--- src/rtl/spi_slave_mopshub.sv ---
// SPI mode-0 slave with a one-byte host register file (data, status/control).
// Latency: host read data valid 1 clk after the rd strobe; SPI inputs see SYNC_STAGES+1 clk of sync delay.
// Backpressure: none; an unread rx byte is overwritten and flags overrun, a pending tx byte is overwritten by a host write.
module spi_slave_mopshub #(
    parameter int SYNC_STAGES = 2
) (
    input  logic       clk,
    input  logic       rst_n,
    input  logic [7:0] in_data,
    input  logic [1:0] addr,
    input  logic       wr,
    input  logic       rd,
    input  logic       cs,
    output logic [7:0] out_data,
    input  logic       sclk,
    input  logic       ss_n,
    input  logic       mosi,
    output logic       miso,
    output logic       miso_oe
);
    localparam int NS = (SYNC_STAGES < 2) ? 2 : SYNC_STAGES;

    typedef enum logic {IDLE, ACTIVE} state_t;

    state_t        state, state_nxt;
    logic [NS-1:0] sclk_sync, ss_n_sync, mosi_sync;
    logic          sclk_buf, ss_n_buf;
    logic          sclk_s, ss_n_s, mosi_s;
    logic          sclk_rise, sclk_fall, ss_fall, ss_rise;
    logic          frame_start, frame_end, active;
    logic          bit_rise, bit_fall, byte_done, tx_load, tx_shift_en;
    logic          host_wr, host_rd;

    logic [7:0]    tx_shift, rx_shift, tx_buf, rx_data;
    logic [2:0]    bit_cnt;
    logic          tx_full, rx_valid, overrun, reload_pend;

    // Last sync stage vs. one extra delayed copy gives single-cycle edge pulses.
    always_ff @(posedge clk or negedge rst_n) begin
        if (!rst_n) begin
            sclk_sync <= '0;
            ss_n_sync <= '1;
            mosi_sync <= '0;
            sclk_buf  <= 1'b0;
            ss_n_buf  <= 1'b1;
        end else begin
            sclk_sync <= {sclk_sync[NS-2:0], sclk};
            ss_n_sync <= {ss_n_sync[NS-2:0], ss_n};
            mosi_sync <= {mosi_sync[NS-2:0], mosi};
            sclk_buf  <= sclk_sync[NS-1];
            ss_n_buf  <= ss_n_sync[NS-1];
        end
    end

    assign sclk_s    = sclk_sync[NS-1];
    assign ss_n_s    = ss_n_sync[NS-1];
    assign mosi_s    = mosi_sync[NS-1];
    assign sclk_rise = sclk_s & ~sclk_buf;
    assign sclk_fall = ~sclk_s & sclk_buf;
    assign ss_fall   = ~ss_n_s & ss_n_buf;
    assign ss_rise   = ss_n_s & ~ss_n_buf;

    assign host_wr = cs & wr;
    assign host_rd = cs & rd & ~wr;

    always_ff @(posedge clk or negedge rst_n) begin
        if (!rst_n) state <= IDLE;
        else        state <= state_nxt;
    end

    always_comb begin
        state_nxt   = state;
        frame_start = 1'b0;
        frame_end   = 1'b0;
        case (state)
            IDLE: begin
                if (ss_fall) begin
                    state_nxt   = ACTIVE;
                    frame_start = 1'b1;
                end
            end
            ACTIVE: begin
                if (ss_rise) begin
                    state_nxt = IDLE;
                    frame_end = 1'b1;
                end
            end
            default: state_nxt = IDLE;
        endcase
    end

    // A frame ending in the same cycle as an sclk edge wins; the edge is dropped.
    assign active      = (state == ACTIVE);
    assign bit_rise    = active & ~ss_rise & sclk_rise;
    assign bit_fall    = active & ~ss_rise & sclk_fall;
    assign byte_done   = bit_rise & (bit_cnt == 3'd7);
    assign tx_load     = frame_start | (bit_fall & reload_pend);
    assign tx_shift_en = bit_fall & ~reload_pend & (bit_cnt != 3'd0);

    always_ff @(posedge clk or negedge rst_n) begin
        if (!rst_n) begin
            tx_shift    <= '0;
            rx_shift    <= '0;
            bit_cnt     <= '0;
            reload_pend <= 1'b0;
            rx_data     <= '0;
        end else begin
            if (tx_load)          tx_shift <= tx_full ? tx_buf : 8'h00;
            else if (tx_shift_en) tx_shift <= {tx_shift[6:0], 1'b0};

            if (frame_start || frame_end) begin
                rx_shift    <= '0;
                bit_cnt     <= '0;
                reload_pend <= 1'b0;
            end else begin
                if (bit_rise) begin
                    rx_shift <= {rx_shift[6:0], mosi_s};
                    bit_cnt  <= bit_cnt + 3'd1;
                end
                if (byte_done)     reload_pend <= 1'b1;
                else if (bit_fall) reload_pend <= 1'b0;
            end

            if (byte_done) rx_data <= {rx_shift[6:0], mosi_s};
        end
    end

    // Host side: SPI-side set/load events take priority over host clears.
    always_ff @(posedge clk or negedge rst_n) begin
        if (!rst_n) begin
            tx_buf   <= '0;
            tx_full  <= 1'b0;
            rx_valid <= 1'b0;
            overrun  <= 1'b0;
            out_data <= '0;
        end else begin
            if (host_wr && addr == 2'b00) begin
                tx_buf  <= in_data;
                tx_full <= 1'b1;
            end else if (tx_load) begin
                tx_full <= 1'b0;
            end

            if (byte_done)                         rx_valid <= 1'b1;
            else if (host_rd && addr == 2'b00)     rx_valid <= 1'b0;

            if (byte_done && rx_valid)                         overrun <= 1'b1;
            else if (host_wr && addr == 2'b01 && in_data[3])   overrun <= 1'b0;

            if (host_rd) begin
                case (addr)
                    2'b00:   out_data <= rx_data;
                    2'b01:   out_data <= {4'b0000, overrun, tx_full, rx_valid, active};
                    default: out_data <= 8'h00;
                endcase
            end
        end
    end

    assign miso    = active & tx_shift[7];
    assign miso_oe = active;

endmodule

--- config.mk ---
export PLATFORM = sky130hd
export DESIGN_NAME = spi_slave_mopshub
export DESIGN_NICKNAME = d
export VERILOG_FILES = /design/src/rtl/spi_slave_mopshub.sv
export SDC_FILE = /design/constraint.sdc
export NUM_CORES = 1
export LEC_CHECK = 0
export CAP_MARGIN = 10
export CELL_PAD_IN_SITES_DETAIL_PLACEMENT = 0
export CELL_PAD_IN_SITES_GLOBAL_PLACEMENT = 1
export CORE_ASPECT_RATIO = 0.75
export CORE_MARGIN = 2
export CORE_UTILIZATION = 48
export CTS_CLUSTER_DIAMETER = 40
export DETAILED_ROUTE_END_ITERATION = 8
export PLACE_DENSITY = 0.92
export SKIP_LAST_GASP = 1
export SLEW_MARGIN = 20
export SYNTH_ARGS = -nofsm -noshare
export SYNTH_HDL_FRONTEND = slang
export SYNTH_SLANG_ARGS = --single-unit
--- constraint.sdc ---
create_clock -name clk -period 3.46 [get_ports clk]
set_clock_uncertainty 0.15 [all_clocks]
set_input_delay 0.346 -clock clk [delete_from_list [all_inputs] [get_ports clk]]
set_output_delay 0.346 -clock clk [all_outputs]
set_load 0.03 [all_outputs]
==> results.cfg <==
[status]
outcome = finished with violations
violations = negative hold slack

[clock_network]
hold_buffers = 0
clk_pin_slew_ns = 0.09
cts_root_buffer = clkbuf_8
ctsLongestPathBuffers = 2
postCtsSetupRepairBufs = 0
clk-insertion-delay-late_ns = 0.31
cts-htree-levels = 2
cts_buffers = 5
ctsResizeCount = 0
cts_tree = yes
cts_sinks = 55

[grt]
grt_max_degree = 39
overflow = 0
grt_usage = 0.179
grt_pass1_wl_mm = 7.65
antenna_found_initial = 0
grt_pass1_vias = 1583

[logic_synthesis]
netlist_instances = 175
ys_warn_count = 0
synth.distinct_cells = 37
ys_seq_area_frac = 0.594
syn_area_mm2 = 0.00232
synth.avg_cell_area_um2 = 13.3
syn_nets = 196
synth.ff_latch_count = 55

[setup_path]
crit_path_max_fanout = 10
endpoint_kind = primary output
max_stage_delay_ns = 0.66
r2r_start = ss_n_buf$_DFF_PN1_
rr_endpoint = rx_data[4]$_DFFE_PN0P_
r2r_slack_ns = 1.38
path_cells = and2_1 -> clkdlybuf4s50_1
start_kind = flip-flop
reg2regPathDepth = 4
crit_required_ns = 2.96
critical_path.slowest_cell = clkdlybuf4s50_1
arrival_ns = 1.75
worstSetupPathType = flip-flop to primary output

[layout]
num-nets-final = 223
final_cell_mix = dfrtp_1 (52), clkdlybuf4s50_1 (26), nand2_1 (20)
mostFrequentLayoutCell = dfrtp_1
final_core_util = 0.599
drive_gt1_frac = 0.197
syn_to_final_growth_pct = 17.7
antenna_cells = 0

[detailed_routing]
drt_iter0_markers = 115
vias_per_cell = 5.87
wl_per_cell_um = 16.8
ant_nets = 0
firstDrtPassIters = 4
via_count = 1526
drc = 0
wirelength_mm = 4.37

[pwr]
power_density_mw_per_mm2 = 512
peakVddDrop_mv = 0.304
p_leak_nw = 1.20
power_mw = 1.40

[sta]
slew_viol_final = 0
setup_slack_ns = 1.21
fmax_mhz = 445
tightest_slew_ns = 0.827
fin_setup_tns_ns = 0
hold_viol = 34
slew_headroom = 0.448
rsz0062_at_grt = no
holdWs_ns = -0.0229
post-route-min-period_ns = 2.25
period_share = 0.649
setup_violations = 0

[floorplan]
rows = 21
fp.dieW_um = 84.4
die_h_um = 64.3
core_area_mm2 = 0.00457
top_level_ports = 28
initial_core_util = 0.508
die_area_mm2 = 0.00542

[job]
maxCapViolCount = 0

[place]
portBuffers = 27
dp_slack_ns = 1.16
place_congestion = 0.840
dp_hpwl_mm = 3.21

[hold_path]
hp-class = primary input to asynchronous set/reset pin
-- registers in the layout, summed over array words and instances (netlist names), 2 cells and up --
signal,flops
bit_cnt,3
mosi_sync,2
out_data,8
rx_data,8
rx_shift,7
sclk_sync,2
ss_n_sync,2
tx_buf,8
tx_shift,8
-- worst max-delay path: cells and delay by family, from the launching register on --
family                 cells  cell delay [ns]
AND/OR/NAND/NOR            1             0.19
flip-flops                 1             0.60
buffers and inverters      1             0.66
-- worst max path at each step --
| stage | startpoint | end | slack [ns] | depth (start not counted) |
|---|---|---|---|---|
| floorplan | bit_cnt[0]$_DFFE_PN0P_ | tx_shift[7]$_DFFE_PN0P_ | 1.70 | 6 |
| global placement | addr[0] | tx_buf[6]$_DFFE_PN0P_ | 1.25 | 3 |
| detailed placement | addr[0] | tx_buf[2]$_DFFE_PN0P_ | 1.16 | 3 |
| CTS | miso_oe$_DFF_PN0_ | miso | 1.18 | 2 |
| global route | miso_oe$_DFF_PN0_ | miso | 1.13 | 2 |
| finish | miso_oe$_DFF_PN0_ | miso | 1.21 | 2 |
-- metrics by stage --
step	instances	area (um^2)
after floorplan	175	2320
after global placement	252	2620
after detailed placement	252	2620
after CTS	260	2740
after global routing	260	2740
final	260	2740
-- report_power, final --
part | leakage [nW] | internal, mW | switching [mW]
registers | 0.701 | 0.718 | 0.0562
clock network | 0.0612 | 0.234 | 0.198
logic | 0.441 | 0.104 | 0.0914
total | 1.20 | 1.06 | 0.346
-- layout make-up --
cell class | count | area (um^2)
timing repair buffer | 28 | 273
inverter | 3 | 11.3
clock inverter | 2 | 35.0
fill | 360 | 1840
clock buffer | 6 | 82.6
multi-input combinational | 109 | 883
sequential | 55 | 1380
tap | 57 | 71.3
-- synth_stat cells --
master,number,area share
buf_2,4,0.0086
buf_6,1,0.0048
nor3_4,1,0.0070
dfstp_2,3,0.034
nand3b_1,1,0.0032
buf_4,2,0.0065
or3b_2,1,0.0038
o211ai_1,8,0.026
and4b_1,1,0.0043
nand2_1,20,0.032
mux2i_1,4,0.017
o21ai_2,1,0.0038
a32o_1,1,0.0043
nor2_2,1,0.0027
a32oi_1,7,0.026
a21oi_1,1,0.0022
o31ai_1,5,0.016
nor3_2,1,0.0043
o21ai_0,5,0.011
maj3_1,1,0.0043
clkbuf_1,1,0.0016
a22o_1,9,0.034
nor2b_4,1,0.0059
nor2b_1,1,0.0027
inv_1,3,0.0048
nor2_1,3,0.0048
o21a_1,1,0.0032
nand2_4,1,0.0048
a2bb2oi_1,7,0.026
and2_1,2,0.0054
a31o_2,1,0.0038
ha_1,3,0.016
o2111ai_2,1,0.0065
dfrtp_1,52,0.56
nand3_1,2,0.0043
a221oi_4,1,0.011
mux2_2,17,0.082
-- cell families after synthesis --
logic type      after synthesis  synth area share
simple gates                 36            0.0856
buf+inv                      11            0.0264
mux                          21            0.0996
flops                        55             0.594
fa+ha+maj                     4            0.0205
compound gates               48             0.174
-- metal layers --
layer,part of all wire,up-vias,track usage,routed length (um)
met2,0.47,33,0.277,2030
met4,0.0096,0,0.0595,42
li1,-,707,-,-
met5,0,-,0,0
met3,0.042,6,0.0452,183
met1,0.48,780,0.249,2110
Power figures use the tool's default switching activity.
